**src/rtl/ps2_host_tx.sv**
```systemverilog
// ps2_host_tx
// Host-to-device PS/2 transmitter. It sends one command byte to the device
// over the open-drain clock/data pair: it inhibits the bus, issues a
// request-to-send, shifts out the 11-bit host frame on device-generated
// clock falling edges, and samples the device acknowledge bit.
//
// Ports:
//   clk          system clock
//   reset        synchronous, active-high reset
//   start        single-cycle request, honoured only while idle
//   tx_data      byte to send, captured when start is accepted
//   ps2_clk_in   raw PS/2 clock line level (asynchronous to clk)
//   ps2_data_in  raw PS/2 data line level (asynchronous to clk)
//   ps2_clk_oe   1 = pull PS/2 clock low, 0 = release
//   ps2_data_oe  1 = pull PS/2 data low, 0 = release
//   busy         high from the cycle after an accepted start until back in idle
//   done         one-cycle pulse at the end of every transfer
//   ack_ok       device acknowledged; valid with done, held until next start
//   err_timeout  device stopped clocking; valid with done, held until next start
module ps2_host_tx #(
    parameter int INHIBIT_CYCLES  = 5000,
    parameter int REQ_HOLD_CYCLES = 50,
    parameter int TIMEOUT_CYCLES  = 750000
) (
    input  logic       clk,
    input  logic       reset,
    input  logic       start,
    input  logic [7:0] tx_data,
    input  logic       ps2_clk_in,
    input  logic       ps2_data_in,
    output logic       ps2_clk_oe,
    output logic       ps2_data_oe,
    output logic       busy,
    output logic       done,
    output logic       ack_ok,
    output logic       err_timeout
);

    localparam int MAX_AB     = (INHIBIT_CYCLES > REQ_HOLD_CYCLES) ? INHIBIT_CYCLES : REQ_HOLD_CYCLES;
    localparam int MAX_CYCLES = (MAX_AB > TIMEOUT_CYCLES) ? MAX_AB : TIMEOUT_CYCLES;
    localparam int CNT_W      = $clog2(MAX_CYCLES + 1);

    typedef enum logic [2:0] {
        S_IDLE,
        S_INHIBIT,
        S_REQ,
        S_SEND,
        S_ACK,
        S_WAIT_IDLE,
        S_DONE
    } state_t;

    state_t             state_q, state_d;
    logic [CNT_W-1:0]   cnt_q, cnt_d;
    logic [9:0]         shift_q, shift_d;
    logic [3:0]         edge_cnt_q, edge_cnt_d;
    logic               data_oe_q, data_oe_d;
    logic               ack_ok_q, ack_ok_d;
    logic               err_q, err_d;

    logic clk_meta_q, clk_sync_q, clk_prev_q;
    logic data_meta_q, data_sync_q;

    logic clk_fall;
    logic timed_out;
    logic [3:0] edge_cnt_inc;

    // Two-flop synchronisers for both lines plus one extra clock stage for
    // falling-edge detection. Reset to the idle (pulled-up) line level so no
    // spurious edge is seen right after reset.
    always_ff @(posedge clk) begin
        if (reset) begin
            clk_meta_q  <= 1'b1;
            clk_sync_q  <= 1'b1;
            clk_prev_q  <= 1'b1;
            data_meta_q <= 1'b1;
            data_sync_q <= 1'b1;
        end else begin
            clk_meta_q  <= ps2_clk_in;
            clk_sync_q  <= clk_meta_q;
            clk_prev_q  <= clk_sync_q;
            data_meta_q <= ps2_data_in;
            data_sync_q <= data_meta_q;
        end
    end

    assign clk_fall     = clk_prev_q & ~clk_sync_q;
    // The counter stops at the limit rather than wrapping.
    assign timed_out    = (cnt_q >= CNT_W'(TIMEOUT_CYCLES - 1));
    assign edge_cnt_inc = (edge_cnt_q == 4'd11) ? 4'd11 : edge_cnt_q + 4'd1;

    // State and datapath registers.
    always_ff @(posedge clk) begin
        if (reset) begin
            state_q    <= S_IDLE;
            cnt_q      <= '0;
            shift_q    <= '0;
            edge_cnt_q <= '0;
            data_oe_q  <= 1'b0;
            ack_ok_q   <= 1'b0;
            err_q      <= 1'b0;
        end else begin
            state_q    <= state_d;
            cnt_q      <= cnt_d;
            shift_q    <= shift_d;
            edge_cnt_q <= edge_cnt_d;
            data_oe_q  <= data_oe_d;
            ack_ok_q   <= ack_ok_d;
            err_q      <= err_d;
        end
    end

    // Next-state logic. cnt is shared: it times the inhibit and request
    // phases, then becomes the clock-edge watchdog once the clock is released.
    // A falling edge is always checked before the watchdog so an edge arriving
    // in the expiry cycle still counts.
    always_comb begin
        state_d    = state_q;
        cnt_d      = cnt_q;
        shift_d    = shift_q;
        edge_cnt_d = edge_cnt_q;
        data_oe_d  = data_oe_q;
        ack_ok_d   = ack_ok_q;
        err_d      = err_q;

        case (state_q)
            S_IDLE: begin
                data_oe_d = 1'b0;
                if (start) begin
                    state_d    = S_INHIBIT;
                    cnt_d      = '0;
                    shift_d    = {1'b1, ~^tx_data, tx_data};
                    edge_cnt_d = '0;
                    ack_ok_d   = 1'b0;
                    err_d      = 1'b0;
                end
            end
            S_INHIBIT: begin
                if (cnt_q == CNT_W'(INHIBIT_CYCLES - 1)) begin
                    state_d   = S_REQ;
                    cnt_d     = '0;
                    data_oe_d = 1'b1;
                end else begin
                    cnt_d = cnt_q + CNT_W'(1);
                end
            end
            S_REQ: begin
                if (cnt_q == CNT_W'(REQ_HOLD_CYCLES - 1)) begin
                    state_d = S_SEND;
                    cnt_d   = '0;
                end else begin
                    cnt_d = cnt_q + CNT_W'(1);
                end
            end
            S_SEND: begin
                // The start bit is already on the line; each falling edge
                // presents the next frame bit, LSB first.
                if (clk_fall) begin
                    data_oe_d  = ~shift_q[0];
                    shift_d    = {1'b0, shift_q[9:1]};
                    edge_cnt_d = edge_cnt_inc;
                    cnt_d      = '0;
                    if (edge_cnt_q == 4'd9) begin
                        state_d = S_ACK;
                    end
                end else if (timed_out) begin
                    state_d   = S_DONE;
                    data_oe_d = 1'b0;
                    err_d     = 1'b1;
                    ack_ok_d  = 1'b0;
                end else begin
                    cnt_d = cnt_q + CNT_W'(1);
                end
            end
            S_ACK: begin
                data_oe_d = 1'b0;
                if (clk_fall) begin
                    ack_ok_d   = ~data_sync_q;
                    edge_cnt_d = edge_cnt_inc;
                    cnt_d      = '0;
                    state_d    = S_WAIT_IDLE;
                end else if (timed_out) begin
                    state_d  = S_DONE;
                    err_d    = 1'b1;
                    ack_ok_d = 1'b0;
                end else begin
                    cnt_d = cnt_q + CNT_W'(1);
                end
            end
            S_WAIT_IDLE: begin
                data_oe_d = 1'b0;
                if (clk_sync_q && data_sync_q) begin
                    state_d = S_DONE;
                end else if (clk_fall) begin
                    cnt_d = '0;
                end else if (timed_out) begin
                    state_d  = S_DONE;
                    err_d    = 1'b1;
                    ack_ok_d = 1'b0;
                end else begin
                    cnt_d = cnt_q + CNT_W'(1);
                end
            end
            S_DONE: begin
                data_oe_d = 1'b0;
                state_d   = S_IDLE;
            end
            default: begin
                state_d   = S_IDLE;
                data_oe_d = 1'b0;
            end
        endcase
    end

    // The clock line is only ever pulled during inhibit and request; data is
    // only pulled while the host owns it (request-to-send and frame bits).
    assign ps2_clk_oe  = (state_q == S_INHIBIT) || (state_q == S_REQ);
    assign ps2_data_oe = data_oe_q && ((state_q == S_REQ) || (state_q == S_SEND));
    assign busy        = (state_q != S_IDLE);
    assign done        = (state_q == S_DONE);
    assign ack_ok      = ack_ok_q;
    assign err_timeout = err_q;

endmodule

```
**config.mk**
```make
export PLATFORM = sky130hd
export DESIGN_NAME = ps2_host_tx
export DESIGN_NICKNAME = d
export VERILOG_FILES = /design/src/rtl/ps2_host_tx.sv
export SDC_FILE = /design/constraint.sdc
export NUM_CORES = 1
export LEC_CHECK = 0
export ABC_CLOCK_PERIOD_IN_PS = 2700
export BUFFER_PORTS_ARGS = -buffer_cell sky130_fd_sc_hd__buf_4
export CAP_MARGIN = 20
export CORE_ASPECT_RATIO = 1.4
export CORE_UTILIZATION = 40
export CTS_CLUSTER_DIAMETER = 200
export DETAILED_ROUTE_END_ITERATION = 8
export PLACE_DENSITY = 0.61
export SLEW_MARGIN = 25
export SYNTH_ARGS = -nofsm -noshare
export SYNTH_HDL_FRONTEND = slang
export SYNTH_SLANG_ARGS = --single-unit
```
**constraint.sdc**
```tcl
create_clock -name clk -period 2.7 [get_ports clk]
set_input_delay 0.405 -clock clk [delete_from_list [all_inputs] [get_ports clk]]
set_output_delay 0.405 -clock clk [all_outputs]
set_load 0.05 [all_outputs]
```
* Yosys cells after proc, flatten, opt, wreduce, memory -nomap -nowiden
Index checks and enable logic that the tools add are counted.
** Word-level totals
- Register bits :: 45
- Input bits :: 13
- Output and inout port bits :: 6
- Word-level logic and storage cells :: 97
** Cells by class
- Add/subtract/negate cells :: 2
- $lt $le $gt $ge :: 1
- Equal/unequal tests :: 19
- Mux-type cells :: 38
- Bitwise operators :: 5
- Reductions and logical operators :: 20
** Operators by type and width (count)
- 2-to-1 mux 20 bit :: 6
- case mux 20 bit (5 select lines) :: 1
- 2-to-1 mux 3 bit :: 9
- adder 20 x 1 -> 20 bit (second input constant) :: 1
- == test 20 x 13 -> 1 bit (second input constant) :: 1
- == test 20 x 6 -> 1 bit (second input constant) :: 1
- >= comparator 20 bit (second input constant) :: 1
- 2-to-1 mux 10 bit :: 2
- case mux 10 bit (2 select lines) :: 1
- case mux 3 bit (6 select lines) :: 1
- AND reduction 3 bit :: 6
- 2-to-1 mux 4 bit :: 3
- 2-to-1 mux 1 bit :: 11
- inequality test 2 bit (second input constant) :: 5
- == test 3 bit (second input constant) :: 3
- inequality test 3 bit (second input constant) :: 3
- == test 4 bit (second input constant) :: 2
- case mux 4 bit (2 select lines) :: 1
- XNOR reduction 8 bit :: 1
- == test 3 x 2 -> 1 bit (second input constant) :: 2
- case mux 1 bit (3 select lines) :: 2
- nonzero test 3 bit :: 2
- AND reduction 5 bit :: 1
- nonzero test 5 bit :: 1
- 12 further kinds :: 18

* Depth between registers and ports, before layout
- Depth after elaboration :: 5
- Mapped depth :: 10

* Worst setup path before layout
No wires, ideal clock.
- Path kind :: register -> register
- Start point :: register state_q[2]
- End point :: register edge_cnt_q[2]
- Data arrival time :: 2.070 ns
- Data required time :: 2.584 ns
- Path slack :: 0.514 ns
- Stages on the path, launching flop included :: 9
- Path buffers :: 1
- Cells stage by stage :: dfxtp_1 -> buf_4 -> nor3_1 -> inv_1 -> a31o_2 -> o21bai_2 -> nor2_1 -> mux2_2 -> and3_1
** Between the ends
- Cells in the longest elaborated chain, start to end :: 4
- Elaborated cells between the ends (all ways) :: 9
- Classes of those cells :: eq/ne (4); mux (1); reduce/logical (4)
** Ends and longest elaborated chain
- start: declaration :: RTL line 53 : state_t state_q, state_d;
- start signal: assignment :: RTL line 103 : state_q <= state_d;
- == test 3 x 2 -> 1 bit or == test 3 bit (tied branches) :: RTL line 126 : case (state_q)
- OR reduction 2 bit (no line)
- inequality test 2 x 1 -> 1 bit (no line) or nonzero test 2 bit (tied branches)
- AND reduction 3 bit (no line)
- end signal: assignment :: RTL line 106 : edge_cnt_q <= edge_cnt_d;
- end: declaration :: RTL line 56 : logic [3:0] edge_cnt_q, edge_cnt_d;
Several ways; a longest one is shown, not always the timed one.
A chain may end at the register's enable or synchronous reset.

* Final worst setup path
- Start point :: register cnt_q[0]
- End point :: register cnt_q[18]
** Between the ends
- Cells in the longest elaborated chain, start to end :: 5
- Elaborated cells between the ends (all ways) :: 10
- Classes of those cells :: add/sub (1); order compare (1); eq/ne (2); mux (6)
** Ends and longest elaborated chain
- start: declaration :: RTL line 54 : logic [CNT_W-1:0] cnt_q, cnt_d;
- start signal: assignment :: RTL line 104 : cnt_q <= cnt_d;
- adder 20 x 1 -> 20 bit or >= comparator 20 bit (tied branches)
- 2-to-1 mux 20 bit :: RTL line 166, 182, 196
- 2-to-1 mux 20 bit :: RTL line 194 : end else if (clk_fall) begin
- 2-to-1 mux 20 bit :: RTL line 192 : if (clk_sync_q && data_sync_q) begin
- case mux 20 bit (5 select lines) * :: RTL line 126
Mark *: on every way between the ends. The rest lies on a longest branch, timed or not. The select of a mux whose other input is x is not followed.

==> results.py <==
metrics = {
    "run_status": {
        "status": "finished with violations",
        "violations": "design-rule violations",
    },
    "yosys": {
        "async_flop_share_pct": 0,
        "syn_area_per_cell_sq_um": 8.492,
        "ys.flop_type": "dfxtp_1",
        "yosysUniqueCellTypes": 64,
        "netlist_instances": 310,
        "synth_top_area_share_pct": 34.22,
        "ys_top_cells_by_area": "dfxtp_1 (34%), nor2_1 (6.0%), a211oi_1 (4.6%), xor2_1 (4.3%), clkbuf_8 (3.1%)",
        "synth.cell_area_sq_mm": 0.002633,
        "ys_ff_latch": 45,
        "yosys_warnings": 0,
        "synth_top_area_cell": "dfxtp_1",
        "seq_area_frac_synth_pct": 34.22,
        "synth_edf_count": 0,
        "synth_nets": 327,
    },
    "clocking": {
        "cts_setup_buffers": 0,
        "htree_levels": 2,
        "cts_root_buffer": "clkbuf_8",
        "ctsLongestPathBuffers": 2,
        "cts_sinks": 45,
        "numCtsBuffers": 5,
        "cts_resized": 0,
        "clk_latency_ns": 0.30,
        "holdBufCountCts": 0,
        "cts_tree": "yes",
        "path_clk_slew_ns": 0.09,
    },
    "layout": {
        "drive_gt1_share_pct": 17.74,
        "seq_area_sq_um": 900.9,
        "fillers": 635,
        "multiInputGateArea_sq_mm": 0.001545,
        "area_delta_synth_final_pct": 10.55,
        "antenna-diode-count": 0,
        "fin_nets": 343,
        "final_common_cell": "dfxtp_1",
        "mostFrequentLayoutCells": "dfxtp_1 (45), nor2_1 (42), buf_4 (27)",
    },
    "hold_path": {
        "holdPathStages": 2,
        "holdPathEnd": "data_meta_q$_SDFF_PP1_",
        "hp-class": "primary input to flip-flop",
        "min_from": "ps2_data_in",
    },
    "detailed_routing": {
        "remaining_drc_errors": 4,
        "drt_first_iter_violations": 147,
        "first_pass_iters": 6,
        "vias": 2266,
        "antenna_left": 0,
        "vias_per_cell": 5.679,
        "finalWirelength_microns": 5605,
        "wl_per_cell_microns": 14.05,
    },
    "floorplan": {
        "die-area_sq_mm": 0.006915,
        "io_pins": 19,
        "die_y_microns": 97.99,
        "core_area_sq_mm": 0.006296,
        "fp-row-count": 34,
        "fp.dieW_microns": 70.57,
        "start_util_pct": 41.81,
    },
    "timing": {
        "finalSetupViolCount": 0,
        "finalSetupTns_ns": 0,
        "hold_viol": 0,
        "max_freq_ghz": 0.4045,
        "tightest_slew_ns": 0.6881,
        "fin_crit_ns": 2.472,
        "slew_viol_final": 0,
        "fin_crit_sh_pct": 91.56,
        "finClkSkew_ns": 0.01210,
        "max_slew_margin_pct": 53.98,
        "rsz0062_at_grt": "no",
    },
    "setup_path": {
        "endpoint_kind": "flip-flop",
        "crit_top_cell": "a21oi_1",
        "slowest_delay_ns": 0.45,
        "r2r-end": "cnt_q[18]$_SDFFE_PP0P_",
        "path_max_fanout": 14,
        "slowest_stage": "or4b_1",
        "worstPathArrival_ns": 2.64,
        "crit_chain": "ha_1 -> or4b_1 -> nor4_2 -> a21oi_1 -> nor3_1 -> a21o_1 -> buf_4 -> a21oi_1",
        "crit_path_start": "cnt_q[0]$_SDFFE_PP0P_",
        "r2r_start": "cnt_q[0]$_SDFFE_PP0P_",
        "crit_type": "flip-flop to flip-flop",
        "rrSetupSlack_ns": 0.23,
        "startpoint_type": "flip-flop",
        "r2r_cells": 8,
        "required_ns": 2.87,
    },
    "global_route": {
        "antenna_found_initial": 0,
        "grt_usage_pct": 17.17,
        "overflow": 0,
        "grt_pass1_vias": 2105,
        "grt_pass1_wl_microns": 9618,
        "grt_max_degree": 29,
    },
    "placed_design": {
        "io_buffers": 18,
        "gp_congestion": 0.8572,
        "hpwl_microns": 4116,
    },
    "pwr": {
        "ir_drop_mv": 0.3006,
        "switchingPower_w": 0.0008003,
        "swShare_pct": 35.44,
        "power.static_leakage_nw": 1.102,
        "power_density_mw_per_mm2": 776.0,
        "p_seq_share_pct": 38.1,
        "p_clk_share_pct": 26.5,
        "total_power_w": 0.002258,
        "share_comb_of_total_power_pct": 35.5,
        "p_int_w": 0.001458,
    },
    "job": {
        "cap_violations": 0,
    },
}
-- flip-flops by register name, indices dropped and copies added, names as in the netlist --
register,cells
shift_q,10
cnt_q,20
state_q,3
clk_sync_q,1
clk_prev_q,1
data_oe_q,1
ack_ok,1
clk_meta_q,1
data_sync_q,1
edge_cnt_q,4
data_meta_q,1
err_timeout,1
-- stage by stage --
stage	worst slack (ns)	utilization (%)	area [sq um]	hold WS, ns	instances
CTS	0.2170	46.10	2903	0.2840	399
finish	0.2280	46.22	2910	0.2983	399
global placement	0.3208	43.98	2769	0.4046	391
global route	0.02564	46.22	2910	0.2885	399
floorplan	0.5143	-	2633	0.3895	310
detailed placement	0.2489	43.98	2769	0.4086	391
-- how the worst max path moves through the flow --
stage	slack (ns)	to	cells after the start
after CTS	0.22	cnt_q[18]$_SDFFE_PP0P_	8
after floorplan	0.51	edge_cnt_q[2]$_SDFFE_PP0P_	8
after global placement	0.32	cnt_q[19]$_SDFFE_PP0P_	8
after global routing	0.03	cnt_q[18]$_SDFFE_PP0P_	8
after detailed placement	0.25	cnt_q[18]$_SDFFE_PP0P_	8
final	0.23	cnt_q[18]$_SDFFE_PP0P_	8
-- cells by family (layout without fill, tap and decap cells) --
| family | count (synthesis) | in the layout | synth area share [%] |
|---|---|---|---|
| flops | 45 | 45 | 34.22 |
| mux | 9 | 9 | 3.470 |
| simple gates | 136 | 136 | 27.71 |
| fa+ha+maj | 4 | 4 | 1.901 |
| buf+inv | 28 | 45 | 7.367 |
| xor+xnor | 22 | 22 | 7.320 |
| compound gates | 66 | 66 | 18.01 |
-- final cells by class --
type                       instances  share of cell area (%)
clock buffer                       5                   2.365
sequential                        45                   30.95
tap                               72                   3.095
clock inverter                     3                   2.236
timing repair buffer              27                   6.965
multi-input combinational        237                   53.10
inverter                          10                   1.290
-- power groups by stage --
stage / Clock (W) / Combinational [W] / Sequential [W]
6_report: 0.000598 / 0.000801 / 0.000859
3_3_place_gp: 0 / 0.000781 / 0.000872
4_1_cts: 0.000620 / 0.000793 / 0.000859
3_5_place_dp: 0 / 0.000789 / 0.000875
2_1_floorplan: 0 / 0.000687 / 0.000830
5_1_grt: 0.000645 / 0.000894 / 0.000875
-- worst max-delay path, delay by kind of cell (launching register included) --
family                   cells  cell delay, ns
AND/OR/NAND/NOR              3            0.90
AO/OA/AOI/OAI                3            0.63
flip-flops                   1            0.42
buffers and inverters        1            0.22
adder cells (fa/ha/maj)      1            0.18
-- layer usage --
metal | track usage [%] | vias up | part of all wire [%]
met5 | 0 | - | 0
met4 | 7.385 | 0 | 2.0
met3 | 2.683 | 8 | 3.4
met2 | 30.55 | 44 | 51
met1 | 20.23 | 1063 | 43
li1 | - | 1151 | -
-- cells in the mapped netlist, types with 4 or more instances --
cell type   n
dfxtp_1    45
nor2_1     42
nand2_1    18
a211oi_1   16
a21oi_1    14
nand3_1    14
xor2_1     13
inv_1      10
nor3_1      9
xnor2_1     9
mux2i_1     8
o21ai_0     7
clkbuf_8    6
nand4_1     6
and3_1      5
or2_2       5
clkbuf_1    4
ha_1        4
nand2b_1    4
nand3b_1    4
Note: power is estimated with default switching activity, not from simulation.
